$ cat src/rtl/tick_timer_pkg.sv
// rtl/tick_timer_pkg.sv - shared register map and helpers for tick_timer
//
// Purpose : register offsets, CTRL bit positions and byte-lane merge helper,
//           shared with the firmware header generator.
// Ports   : none (package).
package tick_timer_pkg;

   typedef enum logic [1:0] {
      REG_CTRL   = 2'd0,
      REG_STATUS = 2'd1,
      REG_RELOAD = 2'd2,
      REG_COUNT  = 2'd3
   } reg_sel_e;

   localparam int CTRL_EN_BIT = 0;
   localparam int CTRL_IE_BIT = 1;
   localparam int CTRL_AR_BIT = 2;

   localparam logic [15:0] RESET_RELOAD = 16'hFFFF;
   localparam logic [15:0] RESET_COUNT  = 16'hFFFF;

   // Active-low strobes select which byte of wr replaces the same byte of cur.
   function automatic logic [15:0] lane_merge(
      input logic [15:0] cur,
      input logic [15:0] wr,
      input logic        uds_n,
      input logic        lds_n
   );
      return {(uds_n ? cur[15:8] : wr[15:8]), (lds_n ? cur[7:0] : wr[7:0])};
   endfunction

endpackage

$ cat src/rtl/tick_prescaler.sv
// rtl/tick_prescaler.sv - clock divider producing a one-cycle tick every DIV clocks
//
// Purpose : counts 0..DIV-1 while enabled, pulses tick on the wrap to 0.
// Ports   : clk   - system clock
//           reset - synchronous active-high reset
//           en    - count enable; counter held at 0 while low
//           clr   - synchronous clear of the counter
//           tick  - one-cycle pulse, asserted in the cycle the counter wraps
module tick_prescaler #(
   parameter int DIV = 25
) (
   input  logic clk,
   input  logic reset,
   input  logic en,
   input  logic clr,
   output logic tick
);

   logic [15:0] r_cnt;
   logic        w_wrap;

   assign w_wrap = (r_cnt == 16'(DIV - 1));
   assign tick   = en && !clr && w_wrap;

   always_ff @(posedge clk) begin
      if (reset || !en || clr) begin
         r_cnt <= '0;
      end else if (w_wrap) begin
         r_cnt <= '0;
      end else begin
         r_cnt <= r_cnt + 16'd1;
      end
   end

endmodule

$ cat src/rtl/tick_timer.sv
// rtl/tick_timer.sv - bus-mapped down-counting interval timer with interrupt
//
// Purpose : 16-bit down counter clocked by a prescaled tick, one-shot or
//           auto-reload, expiry flag and registered active-low interrupt.
// Ports   : clk      - system clock
//           reset    - synchronous active-high reset
//           cs       - chip select, held for the whole bus cycle
//           rw_n     - 1 = read, 0 = write
//           uds_n    - upper byte strobe (active low)
//           lds_n    - lower byte strobe (active low)
//           addr     - register select
//           data_in  - write data
//           data_out - registered read data (0 when not selected for read)
//           irq_n    - registered interrupt request, !(EXP & IE)
module tick_timer
   import tick_timer_pkg::*;
#(
   parameter int PRESCALE = 25
) (
   input  logic        clk,
   input  logic        reset,
   input  logic        cs,
   input  logic        rw_n,
   input  logic        uds_n,
   input  logic        lds_n,
   input  logic [1:0]  addr,
   input  logic [15:0] data_in,
   output logic [15:0] data_out,
   output logic        irq_n
);

   logic        r_en;
   logic        r_ie;
   logic        r_ar;
   logic        r_exp;
   logic [15:0] r_reload;
   logic [15:0] r_count;
   logic [15:0] r_data_out;
   logic        r_irq_n;
   logic        r_wr_d;
   logic        r_wr_blk;

   reg_sel_e    w_sel;
   logic        w_wr;
   logic        w_commit;
   logic        w_any_lane;
   logic        w_ctrl_wr;
   logic        w_stat_wr;
   logic        w_reload_wr;
   logic        w_count_wr;
   logic        w_tick;
   logic        w_expire;
   logic        w_pre_clr;
   logic [15:0] w_rd_data;

   assign w_sel      = reg_sel_e'(addr);
   assign w_wr       = cs && !rw_n;
   // r_wr_blk holds off a write that was already asserted when reset
   // released; only a fresh rising edge of cs&!rw_n may commit.
   assign w_commit   = w_wr && !r_wr_d && !r_wr_blk;
   assign w_any_lane = !(uds_n && lds_n);

   assign w_ctrl_wr   = w_commit && (w_sel == REG_CTRL)   && !lds_n;
   assign w_stat_wr   = w_commit && (w_sel == REG_STATUS) && !lds_n;
   assign w_reload_wr = w_commit && (w_sel == REG_RELOAD) && w_any_lane;
   assign w_count_wr  = w_commit && (w_sel == REG_COUNT)  && w_any_lane;

   // A COUNT write on a tick edge swallows that tick entirely.
   assign w_expire  = w_tick && !w_count_wr && (r_count == 16'd0);
   assign w_pre_clr = w_ctrl_wr && data_in[CTRL_EN_BIT] && !r_en;

   tick_prescaler #(
      .DIV (PRESCALE)
   ) u_prescaler (
      .clk   (clk),
      .reset (reset),
      .en    (r_en),
      .clr   (w_pre_clr),
      .tick  (w_tick)
   );

   always_comb begin
      w_rd_data = '0;
      case (w_sel)
         REG_CTRL: begin
            w_rd_data[CTRL_EN_BIT] = r_en;
            w_rd_data[CTRL_IE_BIT] = r_ie;
            w_rd_data[CTRL_AR_BIT] = r_ar;
         end
         REG_STATUS: w_rd_data[0] = r_exp;
         REG_RELOAD: w_rd_data = r_reload;
         REG_COUNT:  w_rd_data = r_count;
         default:    w_rd_data = '0;
      endcase
   end

   always_ff @(posedge clk) begin
      if (reset) begin
         r_en       <= 1'b0;
         r_ie       <= 1'b0;
         r_ar       <= 1'b0;
         r_exp      <= 1'b0;
         r_reload   <= RESET_RELOAD;
         r_count    <= RESET_COUNT;
         r_data_out <= '0;
         r_irq_n    <= 1'b1;
         r_wr_d     <= 1'b0;
         r_wr_blk   <= 1'b1;
      end else begin
         r_wr_d <= w_wr;
         if (!w_wr) begin
            r_wr_blk <= 1'b0;
         end

         // CPU write beats the one-shot auto-disable.
         if (w_ctrl_wr) begin
            r_en <= data_in[CTRL_EN_BIT];
            r_ie <= data_in[CTRL_IE_BIT];
            r_ar <= data_in[CTRL_AR_BIT];
         end else if (w_expire && !r_ar) begin
            r_en <= 1'b0;
         end

         // Expiry beats a simultaneous write-1-to-clear.
         if (w_expire) begin
            r_exp <= 1'b1;
         end else if (w_stat_wr && data_in[0]) begin
            r_exp <= 1'b0;
         end

         if (w_reload_wr) begin
            r_reload <= lane_merge(r_reload, data_in, uds_n, lds_n);
         end

         if (w_count_wr) begin
            r_count <= lane_merge(r_count, data_in, uds_n, lds_n);
         end else if (w_tick) begin
            r_count <= (r_count == 16'd0) ? r_reload : (r_count - 16'd1);
         end

         r_irq_n    <= !(r_exp && r_ie);
         r_data_out <= (cs && rw_n) ? w_rd_data : 16'd0;
      end
   end

   assign data_out = r_data_out;
   assign irq_n    = r_irq_n;

endmodule

$ cat config.mk
export PLATFORM = sky130hd
export DESIGN_NAME = tick_timer
export DESIGN_NICKNAME = d
export VERILOG_FILES = /design/src/rtl/tick_timer_pkg.sv /design/src/rtl/tick_prescaler.sv /design/src/rtl/tick_timer.sv
export SDC_FILE = /design/constraint.sdc
export NUM_CORES = 1
export LEC_CHECK = 0
export CAP_MARGIN = 20
export CORE_ASPECT_RATIO = 0.8
export CORE_MARGIN = 1.5
export CORE_UTILIZATION = 25
export CTS_BUF_LIST = sky130_fd_sc_hd__clkbuf_2 sky130_fd_sc_hd__clkbuf_4 sky130_fd_sc_hd__clkbuf_8
export DETAILED_ROUTE_END_ITERATION = 16
export PLACE_DENSITY = 0.47
export SYNTH_ARGS = -nofsm -noshare
export SYNTH_HDL_FRONTEND = slang
export SYNTH_SLANG_ARGS = --single-unit
$ cat constraint.sdc
create_clock -name clk -period 2.3 [get_ports clk]
set_input_delay 0.575 -clock clk [delete_from_list [all_inputs] [get_ports clk]]
set_output_delay 0.575 -clock clk [all_outputs]
set_load 0.02 [all_outputs]
==> results.py <==
metrics = {
    "outcome": {
        "run_status": "finished clean",
    },
    "floorplanning": {
        "floorplan.initialDensity_pct": 25.7,
        "io_pins": 41,
        "die_w_um": 135,
        "dieArea_mm2": 0.0147,
        "coreArea_mm2": 0.0136,
        "die_h_um": 109,
        "row_count": 38,
    },
    "critical_path": {
        "cp-endpoint": "r_count[0]$_SDFFE_PP1P_",
        "cp_data_required_time_ps": 2530,
        "path_class": "flop to flop",
        "critPathMaxStageDelay_ps": 540,
        "rrSetupSlack_ps": 80,
        "crit_slowest_cell": "or4_4",
        "r2r_end": "r_count[0]$_SDFFE_PP1P_",
        "timing.rr.start": "r_count[7]$_SDFFE_PP1P_",
        "cp-startpoint": "r_count[7]$_SDFFE_PP1P_",
        "cp.depth": 6,
        "crit_family": "simple AND/OR/NAND/NOR gates",
        "critPathBufInv": 1,
        "crit_path_frequent_cell": "or3_1",
        "crit_path_start_kind": "flop",
        "rr_worst_depth": 6,
        "crit_path_end_kind": "flop",
        "cp.arrival_ps": 2450,
        "critPathMaxFanout": 16,
        "cp_cell_sequence": "or4_4, or3_1, buf_4, or3_1, a31oi_1, o21ai_1",
    },
    "synthesis": {
        "syn_nets": 425,
        "synth_area_mm2": 0.00349,
        "ys_types": 59,
        "synthArstFlopShare_pct": 0,
        "synth.largest_area_cell": "dfxtp_1",
        "postSynthCellCount": 397,
        "ys.flop_type": "dfxtp_1",
        "yosysSeqAreaShare_pct": 40.7,
        "yosysMostFrequentCell": "dfxtp_1",
        "synth_seq_cells": 71,
        "synth_top_area_share_pct": 40.7,
        "synth_edf_count": 0,
        "synth.avg_cell_area_um2": 8.80,
        "yosys-top-cells-count": "71 x dfxtp_1, 45 x nor2_1, 34 x nand2_1",
        "synth_area_leaders": "dfxtp_1 41%, mux2i_1 5.2%, nor2_1 4.8%, a211o_1 4.5%, xor2_1 4.3%",
        "ys_warn_count": 0,
    },
    "drt": {
        "drtIter0Drc": 196,
        "drc": 0,
        "drtAntennaViolNets": 0,
        "route.detailed.wl_per_inst_um": 14.9,
        "wirelength_um": 9840,
        "via_per_inst": 4.84,
        "firstDrtPassIters": 4,
        "vias": 3197,
    },
    "power_and_ir_drop": {
        "comb_power_share_pct": 6.8,
        "total_power_mw": 2.81,
        "pwr-share-clk_pct": 48.7,
        "pwr-share-seq_pct": 44.5,
        "p_per_area_mw_per_mm2": 588,
        "p_leak_nw": 1.72,
        "p_sw_mw": 0.599,
        "intPower_mw": 2.22,
        "vdd_drop_max_mv": 0.384,
        "swShare_pct": 21.3,
    },
    "placed_design": {
        "dp_cells": 640,
        "io_buffers": 40,
        "hpwl_um": 7130,
        "place_congestion": 0.802,
    },
    "worst_hold_path": {
        "worstHoldPathType": "flop to flop",
        "worstHoldPathCells": 1,
    },
    "clock_tree": {
        "cts.sinks": 71,
        "htree_num_levels": 3,
        "cts_tree": "done",
        "clk_pin_slew_worst_paths_ps": 80,
        "clockBufferDepth": 2,
        "clk_latency_ps": 350,
        "holdBufCountCts": 0,
        "cts-root-buf": "clkbuf_8",
        "cts-buffers-inserted": 9,
    },
    "sta": {
        "setup_viol": 0,
        "relSlewSlack_pct": 63.8,
        "fin_skew_ps": 10.5,
        "finalHoldViolCount": 0,
        "tightest_slew_ps": 543,
        "grt_setup_unrepaired": "no",
        "period_share_pct": 96.5,
        "max_freq_mhz": 451,
        "setup_tns_ps": 0,
        "whs_ps": 458,
        "timing.final.max_slew_violations": 0,
        "min_period_ps": 2220,
    },
    "global_route": {
        "grtUsageTotal_pct": 14.1,
        "gr-usage-met1_pct": 19.4,
        "grt_busiest_layer": "met2",
        "grt_pass1_wl_um": 16000,
        "use_met3_pct": 3.11,
        "met2_usage_pct": 21.8,
        "antenna_found_initial": 0,
        "grt_overflow": 0,
        "grt_max_degree": 41,
        "grt_pass1_vias": 3090,
    },
    "cells_and_area": {
        "area_delta_synth_final_pct": 37.1,
        "fin_util_pct": 35.2,
        "n_antenna_cell": 0,
        "fillers": 1411,
        "nNetsFinal": 503,
        "drive_gt1_share_pct": 18.8,
        "fin_cells": 660,
    },
    "job": {
        "max-cap-violations": 0,
    },
}
## sequential cells by signal, summed over array words and instances (netlist names)
name / flops
data_out: 16
r_count: 16
r_reload: 16
u_prescaler.r_cnt: 16
irq_n: 1
r_ar: 1
r_en: 1
r_exp: 1
r_ie: 1
r_wr_blk: 1
r_wr_d: 1
## kinds of logic (layout without fill, tap and decap cells)
logic type | Yosys count | count (layout) | synth area share, %
AO/OA/AOI/OAI | 83 | 83 | 17.5
XOR/XNOR | 21 | 21 | 5.27
adder cells (fa/ha/maj) | 4 | 4 | 1.43
buffers and inverters | 35 | 118 | 4.34
flip-flops | 71 | 71 | 40.7
multiplexers | 19 | 19 | 5.80
AND/OR/NAND/NOR | 164 | 164 | 25.0
## stage by stage
stage,instance area [um^2],setup slack (ps)
5_1_grt,4790,22.5
3_3_place_gp,4400,-458
3_5_place_dp,4400,-473
2_1_floorplan,3510,5.17
6_report,4790,81.4
4_1_cts,4700,0.434
## worst register-to-register path, cell delays in order, from the launching register on
cell and delay (ps):
dfxtp_1 320, or4_4 540, or3_1 360, buf_4 200
or3_1 390, a31oi_1 190, o21ai_1 90
## power groups by stage
stage | registers, mW | logic [mW] | clock network, mW
3_3_place_gp | 1.28 | 0.184 | 0
5_1_grt | 1.25 | 0.204 | 1.45
2_1_floorplan | 1.29 | 0.0689 | 0
3_5_place_dp | 1.28 | 0.183 | 0
6_report | 1.25 | 0.190 | 1.37
4_1_cts | 1.25 | 0.185 | 1.40
## metal layers
layer	up-vias	part of all wire (%)
met5	-	0
met4	0	1.1
met3	10	4.5
met2	64	44
met1	1533	50
li1	1590	-
## cells in the final DEF (no fill, tap or decap), drive strengths merged, types with 4 or more instances in the layout
cell type       n
or3            10
xor2           17
o21ai          14
mux2i          18
nor2b          17
nand2          34
inv             9
nand3           8
and2            6
xnor2           4
a2bb2oi         4
nand4           5
nor2           46
clkdlybuf4s50  38
bufinv          4
nor4            7
a211o          18
clkbuf         11
a21oi          17
ha              4
dfxtp          71
a221o           8
buf            53
nor3           10
## worst min path at each step
| stage | end | start | slack, ps |
|---|---|---|---|
| global placement | u_prescaler.r_cnt[0]$_SDFF_PP0_ | u_prescaler.r_cnt[0]$_SDFF_PP0_ | 440 |
| CTS | irq_n$_SDFF_PP1_ | r_exp$_SDFFE_PP0P_ | 450 |
| detailed placement | irq_n$_SDFF_PP1_ | r_exp$_SDFFE_PP0P_ | 420 |
| global route | irq_n$_SDFF_PP1_ | r_exp$_SDFFE_PP0P_ | 480 |
| finish | irq_n$_SDFF_PP1_ | r_exp$_SDFFE_PP0P_ | 460 |
| floorplan | irq_n$_SDFF_PP1_ | r_ie$_SDFFE_PP0N_ | 390 |
## repair_timing
item                                    CTS  global route
pin swaps                                 4             5
endpoints found under the setup margin   35            18
resized for setup                         5            16
buffers inserted                          2             2
## area by class of cell
cell class | count | area (um^2) | share of cell area [%]
clock buffers | 11 | 145 | 3.03
flip-flops and latches | 71 | 1420 | 29.7
repair buffers | 93 | 843 | 17.6
multi-input cells | 291 | 1990 | 41.6
well taps | 180 | 225 | 4.70
clock inverters | 5 | 129 | 2.69
inverters | 9 | 33.8 | 0.706
Power figures use the tool's default switching activity.
